===== config.mk =====
export PLATFORM = sky130hd
export DESIGN_NAME = data_mem_ctrl
export DESIGN_NICKNAME = d
export VERILOG_FILES = /design/src/rtl/data_mem_ctrl.sv
export SDC_FILE = /design/constraint.sdc
export NUM_CORES = 1
export LEC_CHECK = 0
export ABC_AREA = 1
export BUFFER_PORTS_ARGS = -buffer_cell sky130_fd_sc_hd__buf_2
export CAP_MARGIN = 5
export CORE_ASPECT_RATIO = 0.8
export CORE_MARGIN = 2
export CORE_UTILIZATION = 40
export CTS_BUF_LIST = sky130_fd_sc_hd__clkbuf_4 sky130_fd_sc_hd__clkbuf_8
export CTS_CLUSTER_DIAMETER = 120
export DETAILED_ROUTE_END_ITERATION = 10
export MAX_ROUTING_LAYER = met4
export PLACE_DENSITY = 0.67
export RECOVER_POWER = 25
export SYNTH_ARGS = -nofsm -noshare
export SYNTH_HDL_FRONTEND = slang
export SYNTH_SLANG_ARGS = --single-unit
export TNS_END_PERCENT = 30

===== constraint.sdc =====
create_clock -name cpu_clk -period 3.46 [get_ports cpu_clk]
set_clock_uncertainty 0.1 [all_clocks]
set_input_delay 0.692 -clock cpu_clk [delete_from_list [all_inputs] [get_ports cpu_clk]]
set_output_delay 0.692 -clock cpu_clk [all_outputs]
set_load 0.005 [all_outputs]

===== src/rtl/data_mem_ctrl.sv =====
// Data-memory controller: CPU MEM-stage port to a ready/rvalid bus, with a one-entry
// posted write buffer that drains in the background and forwards to matching loads.
module data_mem_ctrl #(
    parameter int DATA_WIDTH      = 32,
    parameter int DATA_ADDR_WIDTH = 32
) (
    input  logic                       cpu_clk,
    input  logic                       cpu_rst_n,
    input  logic [DATA_ADDR_WIDTH-1:0] cpu_data_mem_raddr,
    input  logic                       cpu_data_mem_read,
    input  logic [DATA_ADDR_WIDTH-1:0] cpu_data_mem_waddr,
    input  logic [DATA_WIDTH-1:0]      cpu_data_mem_wdata,
    input  logic                       cpu_data_mem_write,
    output logic [DATA_WIDTH-1:0]      data_mem_rdata,
    output logic                       data_mem_hazard,
    output logic                       mem_req,
    output logic                       mem_we,
    output logic [DATA_ADDR_WIDTH-1:0] mem_addr,
    output logic [DATA_WIDTH-1:0]      mem_wdata,
    input  logic                       mem_ready,
    input  logic                       mem_rvalid,
    input  logic [DATA_WIDTH-1:0]      mem_rdata
);

    typedef enum logic [1:0] {
        IDLE    = 2'd0,
        RD_REQ  = 2'd1,
        RD_WAIT = 2'd2,
        RD_DONE = 2'd3
    } state_e;

    state_e                     state_q, state_d;
    logic                       wb_valid_q, wb_valid_d;
    logic [DATA_ADDR_WIDTH-1:0] wb_addr_q, wb_addr_d;
    logic [DATA_WIDTH-1:0]      wb_data_q, wb_data_d;
    logic [DATA_ADDR_WIDTH-1:0] rd_addr_q, rd_addr_d;
    logic [DATA_WIDTH-1:0]      rd_q, rd_d;

    logic wr_req;
    logic rd_req;
    logic wb_hit;
    logic drain_hs;

    // A simultaneous read and write is treated as a write only.
    assign wr_req   = cpu_data_mem_write;
    assign rd_req   = cpu_data_mem_read & ~cpu_data_mem_write;
    assign wb_hit   = wb_valid_q & (wb_addr_q == cpu_data_mem_raddr);
    assign drain_hs = (state_q == IDLE) & wb_valid_q & mem_ready;

    // Stall decision uses only state, buffer and CPU inputs, never the bus handshake.
    always_comb begin
        data_mem_hazard = 1'b0;
        case (state_q)
            IDLE: begin
                if (wr_req) begin
                    data_mem_hazard = wb_valid_q;
                end else if (rd_req) begin
                    data_mem_hazard = ~wb_hit;
                end
            end
            RD_REQ, RD_WAIT: data_mem_hazard = 1'b1;
            default:         data_mem_hazard = 1'b0;
        endcase
    end

    always_comb begin
        data_mem_rdata = rd_q;
        if ((state_q == IDLE) && rd_req && wb_hit) begin
            data_mem_rdata = wb_data_q;
        end
    end

    always_comb begin
        mem_req   = 1'b0;
        mem_we    = 1'b0;
        mem_addr  = wb_addr_q;
        mem_wdata = wb_data_q;
        case (state_q)
            IDLE: begin
                mem_req = wb_valid_q;
                mem_we  = wb_valid_q;
            end
            RD_REQ: begin
                mem_req  = 1'b1;
                mem_we   = 1'b0;
                mem_addr = rd_addr_q;
            end
            default: begin
                mem_req = 1'b0;
                mem_we  = 1'b0;
            end
        endcase
    end

    always_comb begin
        state_d    = state_q;
        wb_valid_d = wb_valid_q;
        wb_addr_d  = wb_addr_q;
        wb_data_d  = wb_data_q;
        rd_addr_d  = rd_addr_q;
        rd_d       = rd_q;
        case (state_q)
            IDLE: begin
                if (drain_hs) begin
                    wb_valid_d = 1'b0;
                end
                if (wr_req) begin
                    if (!wb_valid_q) begin
                        wb_valid_d = 1'b1;
                        wb_addr_d  = cpu_data_mem_waddr;
                        wb_data_d  = cpu_data_mem_wdata;
                    end
                end else if (rd_req && !wb_hit && (!wb_valid_q || drain_hs)) begin
                    // A miss may launch in the same cycle the drain completes.
                    state_d   = RD_REQ;
                    rd_addr_d = cpu_data_mem_raddr;
                end
            end
            RD_REQ: begin
                if (mem_ready) begin
                    state_d = RD_WAIT;
                end
            end
            RD_WAIT: begin
                if (mem_rvalid) begin
                    rd_d    = mem_rdata;
                    state_d = RD_DONE;
                end
            end
            default: begin
                // The completed read is still presented here; do not reissue it.
                state_d = IDLE;
            end
        endcase
    end

    always_ff @(posedge cpu_clk) begin
        if (!cpu_rst_n) begin
            state_q    <= IDLE;
            wb_valid_q <= 1'b0;
            wb_addr_q  <= '0;
            wb_data_q  <= '0;
            rd_addr_q  <= '0;
            rd_q       <= '0;
        end else begin
            state_q    <= state_d;
            wb_valid_q <= wb_valid_d;
            wb_addr_q  <= wb_addr_d;
            wb_data_q  <= wb_data_d;
            rd_addr_q  <= rd_addr_d;
            rd_q       <= rd_d;
        end
    end

endmodule


==> results.py, run 1 <==
metrics = {
    "cts": {
        "cts_tree": "done",
        "cts_root_buf": "clkbuf_8",
        "hold_buffers": 0,
        "ctsLongestPathBuffers": 2,
        "clkSinkCount": 131,
        "cts_resized": 0,
        "htree_levels": 4,
        "clk_pin_slew_ns": 0.08,
        "clock_latency_ns": 0.44,
        "cts_buffers": 17,
        "post_cts_buffers": 0,
    },
    "global_route": {
        "grt.busiest_layer": "met2",
        "met1_usage": 0.278,
        "grt_pass1_vias": 5425,
        "grt_use_total": 0.209,
        "grt-ovfl-total": 0,
        "gr-usage-met3": 0.0521,
        "met2_usage": 0.313,
        "grt_pass1_wl_mm": 26.5,
        "grt_max_degree": 65,
        "antenna_found_initial": 1,
    },
    "sta": {
        "tightest_slew_ns": 1.02,
        "drv_slew": 0,
        "hold_viol": 0,
        "fin_tns_setup_ns": 0,
        "post-route-period-util": 0.894,
        "fin_crit_ns": 3.09,
        "rsz0062_at_grt": "false",
        "max_freq_mhz": 323,
        "holdWs_ns": 0.373,
        "relSlewSlack": 0.318,
        "finalSetupViolations": 0,
    },
    "job": {
        "cap_violations": 0,
    },
    "route": {
        "wl_per_cell_um": 12.6,
        "drt_iter0_markers": 409,
        "drt_wl_total_mm": 17.1,
        "ant_nets": 0,
        "drc": 0,
        "via_per_inst": 4.57,
        "dr.pass1.iters": 5,
        "vias": 6200,
    },
    "worst_setup_path": {
        "worst_ep_required_time_ns": 2.67,
        "worst-r2r-setup-slack_ns": 1.04,
        "endpoint_kind": "primary output",
        "r2r_cells": 9,
        "r2r_start": "state_q[0]$_SDFFE_PN0P_",
        "timing.rr.end": "mem_wdata[24]$_SDFFE_PN0P_",
        "critical_path_class": "flip-flop to primary output",
        "worst-path-max-fanout": 30,
        "start_kind": "flip-flop",
        "arrival_ns": 2.30,
    },
    "min_path": {
        "hold_path.class": "flip-flop to flip-flop",
        "whs_endpoint": "mem_wdata[26]$_SDFFE_PN0P_",
        "min-delay-start": "mem_wdata[26]$_SDFFE_PN0P_",
        "hold_depth": 2,
    },
    "die": {
        "dieArea_mm2": 0.0165,
        "initial_core_util": 0.411,
        "core_area_mm2": 0.0151,
        "row_count": 40,
        "die_w_um": 143,
        "io_pins": 233,
        "die_y_um": 115,
    },
    "layout": {
        "final_common_cell": "buf_2",
        "fill_cells": 1596,
        "seq_area_mm2": 0.00262,
        "final_core_util": 0.522,
        "layout_common_cells": "buf_2, nand2_1, nor2_1, o21ai_0, dfxtp_1",
        "fin_nets": 1270,
        "drive_above_1_share": 0.234,
        "areaGrowthSynthToFinish_pct": 27.2,
        "multiInputGateArea_mm2": 0.00286,
    },
    "placed_design": {
        "gp_congestion": 0.844,
        "dp_hpwl_mm": 12.0,
        "port_buffers": 232,
    },
    "synth": {
        "synthesis.area_mm2": 0.00620,
        "synthesis.area_per_instance_um2": 6.73,
        "netlist_instances": 922,
        "ys_warn_count": 0,
        "ys_ff_latch": 131,
        "synth_seq_area_share": 0.423,
        "synth_cell_types": 27,
        "synth_fp_nets": 1060,
    },
    "power_and_ir_drop": {
        "p_per_area_mw_per_mm2": 693,
        "p_leak_nw": 3.86,
        "report.power.total_w": 0.00547,
        "peakVddDrop_uv": 321,
    },
    "run_status": {
        "status": "complete, no violations",
    },
}
==> cells by family after synthesis <==
kind of cell,Yosys count,synth area share
buffers and inverters,173,0.116
DFF,131,0.423
adders and majority gates,4,0.00807
and+or+nand+nor,376,0.241
AOI/OAI and AO/OA,229,0.199
xor gates and xnor gates,9,0.0127
==> worst max-delay path: stages (launching register included) <==
cell	delay (ns)
dfxtp_1	0.37
xnor2_1	0.13
nand2_1	0.09
nor2_1	0.17
nand2_1	0.07
nor2_1	0.17
nand3_4	0.16
nor2_8	0.19
buf_12	0.19
nand2_1	0.08
o21a_1	0.10
buf_2	0.12
==> layer usage <==
layer	wire length (um)	part of all wire
met1	8290	0.49
met2	7470	0.44
met3	1030	0.060
met4	277	0.016
met5	0	0
==> flip-flops by register name, summed over array words and instances, names as in the netlist <==
signal / cells
mem_wdata: 32
wb_valid_q: 1
rd_addr_q: 32
state_q: 2
wb_addr_q: 32
rd_q: 32
==> power by group <==
part           switching, W  internal (W)
Combinational       0.00124      0.000779
Sequential         0.000198       0.00188
Clock              0.000624      0.000748
Total               0.00206       0.00341
==> synthesized netlist by cell type, drive strengths merged <==
master | instances | share of area
a21oi | 57 | 0.047
a221oi | 1 | 0.0014
a31oi | 1 | 0.0010
buf | 15 | 0.021
clkbuf | 38 | 0.023
dfxtp | 131 | 0.42
ha | 4 | 0.0081
inv | 120 | 0.073
nand2 | 194 | 0.12
nand3 | 8 | 0.0085
nand4 | 2 | 0.0044
nor2 | 171 | 0.11
o21a | 32 | 0.039
o21ai | 137 | 0.11
o21bai | 1 | 0.0012
or2 | 1 | 0.0010
xnor2 | 7 | 0.0099
xor2 | 2 | 0.0028
==> how the worst max path moves through the flow <==
stage | start | endpoint | slack [ns]
finish | wb_addr_q[6]$_SDFFE_PN0P_ | data_mem_rdata[6] | 0.37
global route | wb_addr_q[5]$_SDFFE_PN0P_ | data_mem_rdata[0] | 0.11
CTS | wb_addr_q[6]$_SDFFE_PN0P_ | data_mem_rdata[6] | 0.31
detailed placement | cpu_data_mem_raddr[6] | data_mem_rdata[6] | 0.34
global placement | cpu_data_mem_raddr[6] | data_mem_rdata[23] | 0.40
floorplan | cpu_data_mem_raddr[6] | data_mem_rdata[14] | 0.87
==> stage by stage <==
step | std cells | worst slack (ns) | instance area, um2
5_1_grt | 1356 | 0.113 | 7900
3_5_place_dp | 1323 | 0.342 | 7500
3_3_place_gp | 1323 | 0.398 | 7500
2_1_floorplan | 922 | 0.870 | 6200
4_1_cts | 1355 | 0.314 | 7920
6_report | 1356 | 0.367 | 7900
==> layout make-up <==
class                      count  share of cell area
timing repair buffer         244               0.161
multi-input combinational    618               0.362
antenna                        1            0.000317
inverter                     120              0.0572
clock buffer                  19              0.0331
sequential                   131               0.332
tap                          210              0.0333
clock inverter                13              0.0201
Power figures use the tool's default switching activity.
==> run 2, diff against run 1 <==
--- a/config.mk
+++ b/config.mk
@@ -5,7 +5,6 @@
 export SDC_FILE = /design/constraint.sdc
 export NUM_CORES = 1
 export LEC_CHECK = 0
-export ABC_AREA = 1
 export BUFFER_PORTS_ARGS = -buffer_cell sky130_fd_sc_hd__buf_2
 export CAP_MARGIN = 5
 export CORE_ASPECT_RATIO = 0.8
==> run 2 against run 1 <==
The run now ends with capacitance limit, slew limit, setup timing left. Cell count shrank 12%. Die area grew 4.3%. Design area grew 7.8%. Critical endpoint is now data_mem_rdata[14].
==> results.py, run 2 <==
metrics = {
    "global_route": {
        "grt_pass1_vias": 5570,
        "grt_pass1_wl_mm": 29.3,
        "antenna_found_initial": 2,
        "grt_use_total": 0.220,
        "grt_max_degree": 98,
        "grt-ovfl-total": 0,
    },
    "synth": {
        "ys_warn_count": 0,
        "synth_cell_types": 32,
        "netlist_instances": 744,
        "yosysTopAreaCell": "dfxtp_1",
        "post-synth-top-count-cell": "nand2_1",
        "synth_edf_count": 0,
        "synth-main-ff-cell": "dfxtp_1",
        "synthesis.area_per_instance_um2": 8.71,
        "synthTopCellsByArea": "dfxtp_1, nand2_1, a21boi_0",
        "async_reset_ff_frac": 0,
        "synth_fp_nets": 882,
        "ys_ff_latch": 131,
        "synthesis.area_mm2": 0.00648,
        "synth_seq_area_share": 0.405,
        "synth_top_area_frac": 0.405,
        "synth_commonest_cells": "nand2_1, dfxtp_1, a21boi_0",
    },
    "power_and_ir_drop": {
        "report.power.total_w": 0.00487,
        "peakVddDrop_uv": 309,
        "p_per_area_mw_per_mm2": 572,
        "p_leak_nw": 3.66,
    },
    "layout": {
        "fill_cells": 1521,
        "layout_common_cells": "nand2_1, buf_2, dfxtp_1, a21boi_0, mux2i_1",
        "layout.cells.non_filler": 1192,
        "drive_above_1_share": 0.366,
        "final_common_cell": "nand2_1",
        "areaGrowthSynthToFinish_pct": 31.3,
        "fin_area_mm2": 0.00851,
        "fin_nets": 1101,
    },
    "die": {
        "io_pins": 233,
        "die_y_um": 118,
        "row_count": 41,
        "die_w_um": 146,
        "dieArea_mm2": 0.0172,
        "core_area_mm2": 0.0158,
        "initial_core_util": 0.410,
    },
    "route": {
        "dr.pass1.iters": 5,
        "drt_wl_total_mm": 18.7,
        "via_per_inst": 4.83,
        "drt_iter0_markers": 340,
        "ant_nets": 0,
        "wl_per_cell_um": 15.7,
        "vias": 5760,
        "drc": 0,
    },
    "worst_setup_path": {
        "worst_ep_required_time_ns": 2.67,
        "crit_start": "cpu_data_mem_raddr[5]",
        "slowest_delay_ns": 0.34,
        "worst-r2r-setup-slack_ns": 0.98,
        "worst-path-max-fanout": 12,
        "critPathTopFamily": "simple AND/OR/NAND/NOR gates",
        "crit_slowest_cell": "and4_4",
        "critical_path_class": "primary input to primary output",
        "cp_num_cells": 9,
        "endpoint_kind": "primary output",
        "r2r_start": "wb_addr_q[5]$_SDFFE_PN0P_",
        "arrival_ns": 2.74,
        "cp_cell_sequence": "buf_2, xnor2_4, nand4_1, nor3_4, and2_1, and4_4, buf_16, mux2_4, buf_6",
        "path_buf_inv": 3,
        "start_kind": "primary input",
        "r2r_cells": 7,
    },
    "cts": {
        "clk_pin_slew_ns": 0.07,
        "ctsLongestPathBuffers": 2,
        "clkSinkCount": 131,
        "hold_buffers": 0,
        "cts_buffers": 17,
        "cts_tree": "done",
        "htree_levels": 4,
        "cts_root_buf": "clkbuf_8",
        "clock_latency_ns": 0.45,
    },
    "sta": {
        "hold_viol": 0,
        "holdWs_ns": 0.358,
        "finalSetupViolations": 32,
        "post-route-period-util": 1.02,
        "tightest_slew_ns": 1.53,
        "setup_ws_ns": -0.0715,
        "relSlewSlack": -0.0233,
        "rsz0062_at_grt": "true",
        "drv_slew": 33,
        "fin_tns_setup_ns": -1.52,
        "fin_crit_ns": 3.53,
        "max_freq_mhz": 283,
    },
    "placed_design": {
        "dp.cells": 1156,
        "placed_cell_area_mm2": 0.00779,
        "gp_congestion": 0.816,
        "port_buffers": 232,
        "dp_hpwl_mm": 12.7,
    },
    "run_status": {
        "violations": "capacitance limit, slew limit, setup timing",
        "status": "finished with violations",
    },
    "min_path": {
        "min-delay-start": "rd_addr_q[26]$_SDFFE_PN0P_",
        "hold_path.class": "flip-flop to flip-flop",
        "hold_depth": 2,
    },
    "job": {
        "cap_violations": 1,
    },
}
==> run 2: cell types whose count changed in the layout (fill, tap and decap cells not counted), moves of 11 or more <==
cell,change
a21boi_0,+97
a21oi_1,-54
buf_6,+23
clkbuf_1,-18
inv_1,-111
mux2_2,+29
mux2_4,+32
mux2i_1,+34
nand2_1,+84
nand2b_1,+27
nand4_1,+11
nor2_1,-166
o21a_1,-32
o21ai_0,-134
==> run 2: final timing paths <==
check / endpoint
max: data_mem_rdata[14]
min: rd_addr_q[26]$_SDFFE_PN0P_
max reg2reg: rd_addr_q[30]$_SDFFE_PN0P_
min reg2reg: rd_addr_q[26]$_SDFFE_PN0P_
==> run 2: metal layers <==
| layer | GRT usage | vias to the layer above | routed length [um] |
|---|---|---|---|
| met3 | 0.0624 | 16 | 1210 |
| met2 | 0.329 | 179 | 8340 |
| met5 | - | - | 0 |
| met1 | 0.292 | 2660 | 8950 |
| met4 | 0.0607 | 0 | 214 |
| li1 | - | 2905 | - |
==> run 2: cell type report <==
type | instances | area [um2] | area share
diodes | 2 | 5.00 | 0.000588
clock buffers | 22 | 297 | 0.0348
clock inverters | 9 | 128 | 0.0150
inverters | 7 | 26.3 | 0.00309
multi-input cells | 556 | 3640 | 0.428
flip-flops and latches | 131 | 2630 | 0.309
well taps | 215 | 269 | 0.0316
repair buffers | 250 | 1520 | 0.178
==> run 2: per-stage QoR <==
stage / util / worst slack, ns
5_1_grt: 0.539 / -0.104
2_1_floorplan: - / 0.410
4_1_cts: 0.527 / -0.0296
3_3_place_gp: 0.493 / -0.252
3_5_place_dp: 0.493 / -0.282
6_report: 0.539 / -0.0715
==> run 2: cells by family after synthesis <==
kind of cell    Yosys count  synth area share
simple gates            334             0.217
flops                   131             0.405
compound gates          108             0.124
mux                      95             0.176
buf+inv                  57            0.0504
xor+xnor                 15            0.0203
fa+ha+maj                 4           0.00772
==> run 2: timing repair <==
item	CTS	global route
pin swaps	4	3
gates cloned	1	1
resized for setup	15	29
hold endpoints to repair	0	0
buffers inserted	1	0
endpoints found under the setup margin	32	32
==> run 2: worst min-delay path, stage by stage (launching register included) <==
cell and delay (ns):
dfxtp_1 0.31, nand2_1 0.05, mux2i_1 0.05
==> run 2: report_power, final <==
part | leakage [nW] | total, W | switching (W) | internal [W]
Clock | 0.210 | 0.00140 | 0.000610 | 0.000790
Sequential | 1.07 | 0.00193 | 0.000184 | 0.00175
Combinational | 2.38 | 0.00154 | 0.000831 | 0.000709
==> run 3, diff against run 2 <==
--- a/config.mk
+++ b/config.mk
@@ -10,7 +10,6 @@
 export CORE_ASPECT_RATIO = 0.8
 export CORE_MARGIN = 2
 export CORE_UTILIZATION = 40
-export CTS_BUF_LIST = sky130_fd_sc_hd__clkbuf_4 sky130_fd_sc_hd__clkbuf_8
 export CTS_CLUSTER_DIAMETER = 120
 export DETAILED_ROUTE_END_ITERATION = 10
 export MAX_ROUTING_LAYER = met4
==> run 3 against run 2 <==
The flow finishes with violations (setup timing). Power is 9.7% higher. Cell count about the same. Routed wire length grew 0.20%. Sequential share of layout area shrank 0.69 points. Worst setup slack gained 0.042 ns. Global-route usage increased by 0.14 points. Sequential power barely moved. Critical path depth is the same. Register-to-register slack got worse by 0.07 ns. Non-clock buffer count rose by 1. Largest cell class unchanged. Largest power group unchanged.
==> results.py, run 3 (same netlist as run 2, synthesis figures left out) <==
metrics = {
    "run_status": {
        "status": "finished with violations",
        "violations": "setup timing",
    },
    "power_and_ir_drop": {
        "p_leak_nw": 3.75,
        "p_comb_frac": 0.288,
        "report.power.total_w": 0.00534,
        "p_sw_w": 0.00168,
        "peakVddDrop_uv": 334,
        "intPower_w": 0.00366,
        "seq_power_share": 0.362,
        "clkPwrFrac": 0.350,
        "p_per_area_mw_per_mm2": 614,
        "swShare": 0.315,
    },
    "die": {
        "dieArea_mm2": 0.0172,
        "initial_core_util": 0.410,
        "io_pins": 233,
        "die_w_um": 146,
        "die_y_um": 118,
        "row_count": 41,
        "core_area_mm2": 0.0158,
    },
    "layout": {
        "final_core_util": 0.551,
        "fill_cells": 1503,
        "layout_common_cells": "nand2_1, buf_2, dfxtp_1, a21boi_0, mux2i_1",
        "areaGrowthSynthToFinish_pct": 34.3,
        "final_common_cell": "nand2_1",
        "drive_above_1_share": 0.366,
        "fin_nets": 1102,
        "fin_area_mm2": 0.00871,
        "layout.cells.non_filler": 1193,
    },
    "worst_setup_path": {
        "cp_cell_sequence": "buf_2, xnor2_4, nand4_1, nor3_4, and2_1, and4_4, buf_16, mux2_4, buf_6",
        "cp_num_cells": 9,
        "arrival_ns": 2.70,
        "crit_slowest_cell": "and4_4",
        "endpoint_kind": "primary output",
        "slowest_delay_ns": 0.34,
        "critical_path_class": "primary input to primary output",
        "timing.rr.end": "rd_addr_q[14]$_SDFFE_PN0P_",
        "worst-path-max-fanout": 12,
        "start_kind": "primary input",
        "worst_ep_required_time_ns": 2.67,
        "r2r_cells": 8,
        "path_buf_inv": 3,
        "worst-r2r-setup-slack_ns": 0.91,
        "critPathTopFamily": "simple AND/OR/NAND/NOR gates",
        "r2r_start": "wb_addr_q[5]$_SDFFE_PN0P_",
    },
    "global_route": {
        "grt_pass1_vias": 5613,
        "grt_pass1_wl_mm": 29.3,
        "grt-ovfl-total": 0,
        "grt_use_total": 0.221,
        "antenna_found_initial": 2,
        "grt_max_degree": 98,
    },
    "placed_design": {
        "placed_cell_area_mm2": 0.00779,
        "dp.cells": 1156,
        "gp_congestion": 0.816,
        "dp_hpwl_mm": 12.7,
        "port_buffers": 232,
    },
    "sta": {
        "drv_slew": 0,
        "setup_ws_ns": -0.0298,
        "tightest_slew_ns": 1.48,
        "fin_tns_setup_ns": -0.241,
        "finalSetupViolations": 24,
        "relSlewSlack": 0.0159,
        "hold_viol": 0,
        "max_freq_mhz": 287,
        "post-route-period-util": 1.01,
        "fin_crit_ns": 3.49,
        "rsz0062_at_grt": "true",
    },
    "min_path": {
        "hold_path.class": "flip-flop to flip-flop",
        "min-delay-start": "rd_addr_q[23]$_SDFFE_PN0P_",
        "whs_endpoint": "rd_addr_q[23]$_SDFFE_PN0P_",
        "hold_depth": 2,
    },
    "route": {
        "drt_wl_total_mm": 18.7,
        "drc": 0,
        "vias": 5822,
        "ant_nets": 0,
        "wl_per_cell_um": 15.7,
        "drt_iter0_markers": 324,
        "via_per_inst": 4.88,
        "dr.pass1.iters": 4,
    },
    "cts": {
        "cts_root_buf": "clkbuf_16",
        "cts_tree": "done",
        "clkSinkCount": 131,
        "clk_pin_slew_ns": 0.05,
        "cts_buffers": 17,
        "ctsLongestPathBuffers": 2,
        "clock_latency_ns": 0.42,
        "hold_buffers": 0,
        "htree_levels": 4,
    },
    "job": {
        "cap_violations": 0,
    },
}
## run 3: changes by cell type in the layout (fill, tap and decap cells not counted)
cell and change:
buf_4 +1, clkbuf_1 +1, clkbuf_16 +17, clkbuf_4 -1, clkbuf_8 -17
## run 3: layout make-up
| class | count | area (um2) | area share |
|---|---|---|---|
| well taps | 215 | 269 | 0.0309 |
| clock buffers | 22 | 484 | 0.0556 |
| repair buffers | 251 | 1530 | 0.175 |
| clock inverters | 9 | 128 | 0.0147 |
| inverters | 7 | 26.3 | 0.00302 |
| flip-flops and latches | 131 | 2630 | 0.302 |
| diodes | 2 | 5.00 | 0.000575 |
| multi-input cells | 556 | 3640 | 0.418 |
## run 3: worst max path at each step
stage                                    end                  startpoint  slack, ns
final                     data_mem_rdata[14]       cpu_data_mem_raddr[5]      -0.03
after global routing      data_mem_rdata[26]  wb_addr_q[17]$_SDFFE_PN0P_      -0.07
after CTS                 data_mem_rdata[24]       cpu_data_mem_raddr[5]     0.0007
after detailed placement  data_mem_rdata[24]       cpu_data_mem_raddr[5]      -0.28
after global placement    data_mem_rdata[22]       cpu_data_mem_raddr[5]      -0.25
after floorplan            data_mem_rdata[0]      cpu_data_mem_raddr[17]       0.41
## run 3: power groups by stage
stage / Combinational [W] / Sequential (W) / Clock, W
floorplan: 0.000938 / 0.00191 / 0
global placement: 0.00148 / 0.00195 / 0
detailed placement: 0.00150 / 0.00195 / 0
CTS: 0.00152 / 0.00193 / 0.00190
global route: 0.00172 / 0.00197 / 0.00197
finish: 0.00154 / 0.00193 / 0.00187
## run 3: worst register-to-register path: cells and delay by family, from the launching register on
family,cells,cell delay [ns]
buf+inv,2,0.24
mux,1,0.25
xor+xnor,1,0.23
flops,1,0.35
simple gates,4,1.21
## run 3: through the flow
stage / hold WS [ns] / setup WS (ns)
floorplan: 0.331 / 0.410
global placement: 0.342 / -0.252
detailed placement: 0.344 / -0.282
CTS: 0.357 / 0.000730
global route: 0.371 / -0.0658
finish: 0.356 / -0.0298
## run 3: repair_timing
item / in CTS / in global routing
pin swaps: 4 / 4
cloned: 1 / 1
hold endpoints to repair: 0 / 0
setup buffers: 1 / 1
gates resized for setup: 11 / 33
setup endpoints to repair: 32 / 32
## run 3: layer usage
layer,wire length (um),vias to the layer above,part of all wire,GRT usage
met4,299,0,0.016,0.0740
li1,-,2910,-,-
met3,1090,23,0.058,0.0554
met2,8350,179,0.45,0.333
met1,9010,2710,0.48,0.292
met5,0,-,0,-
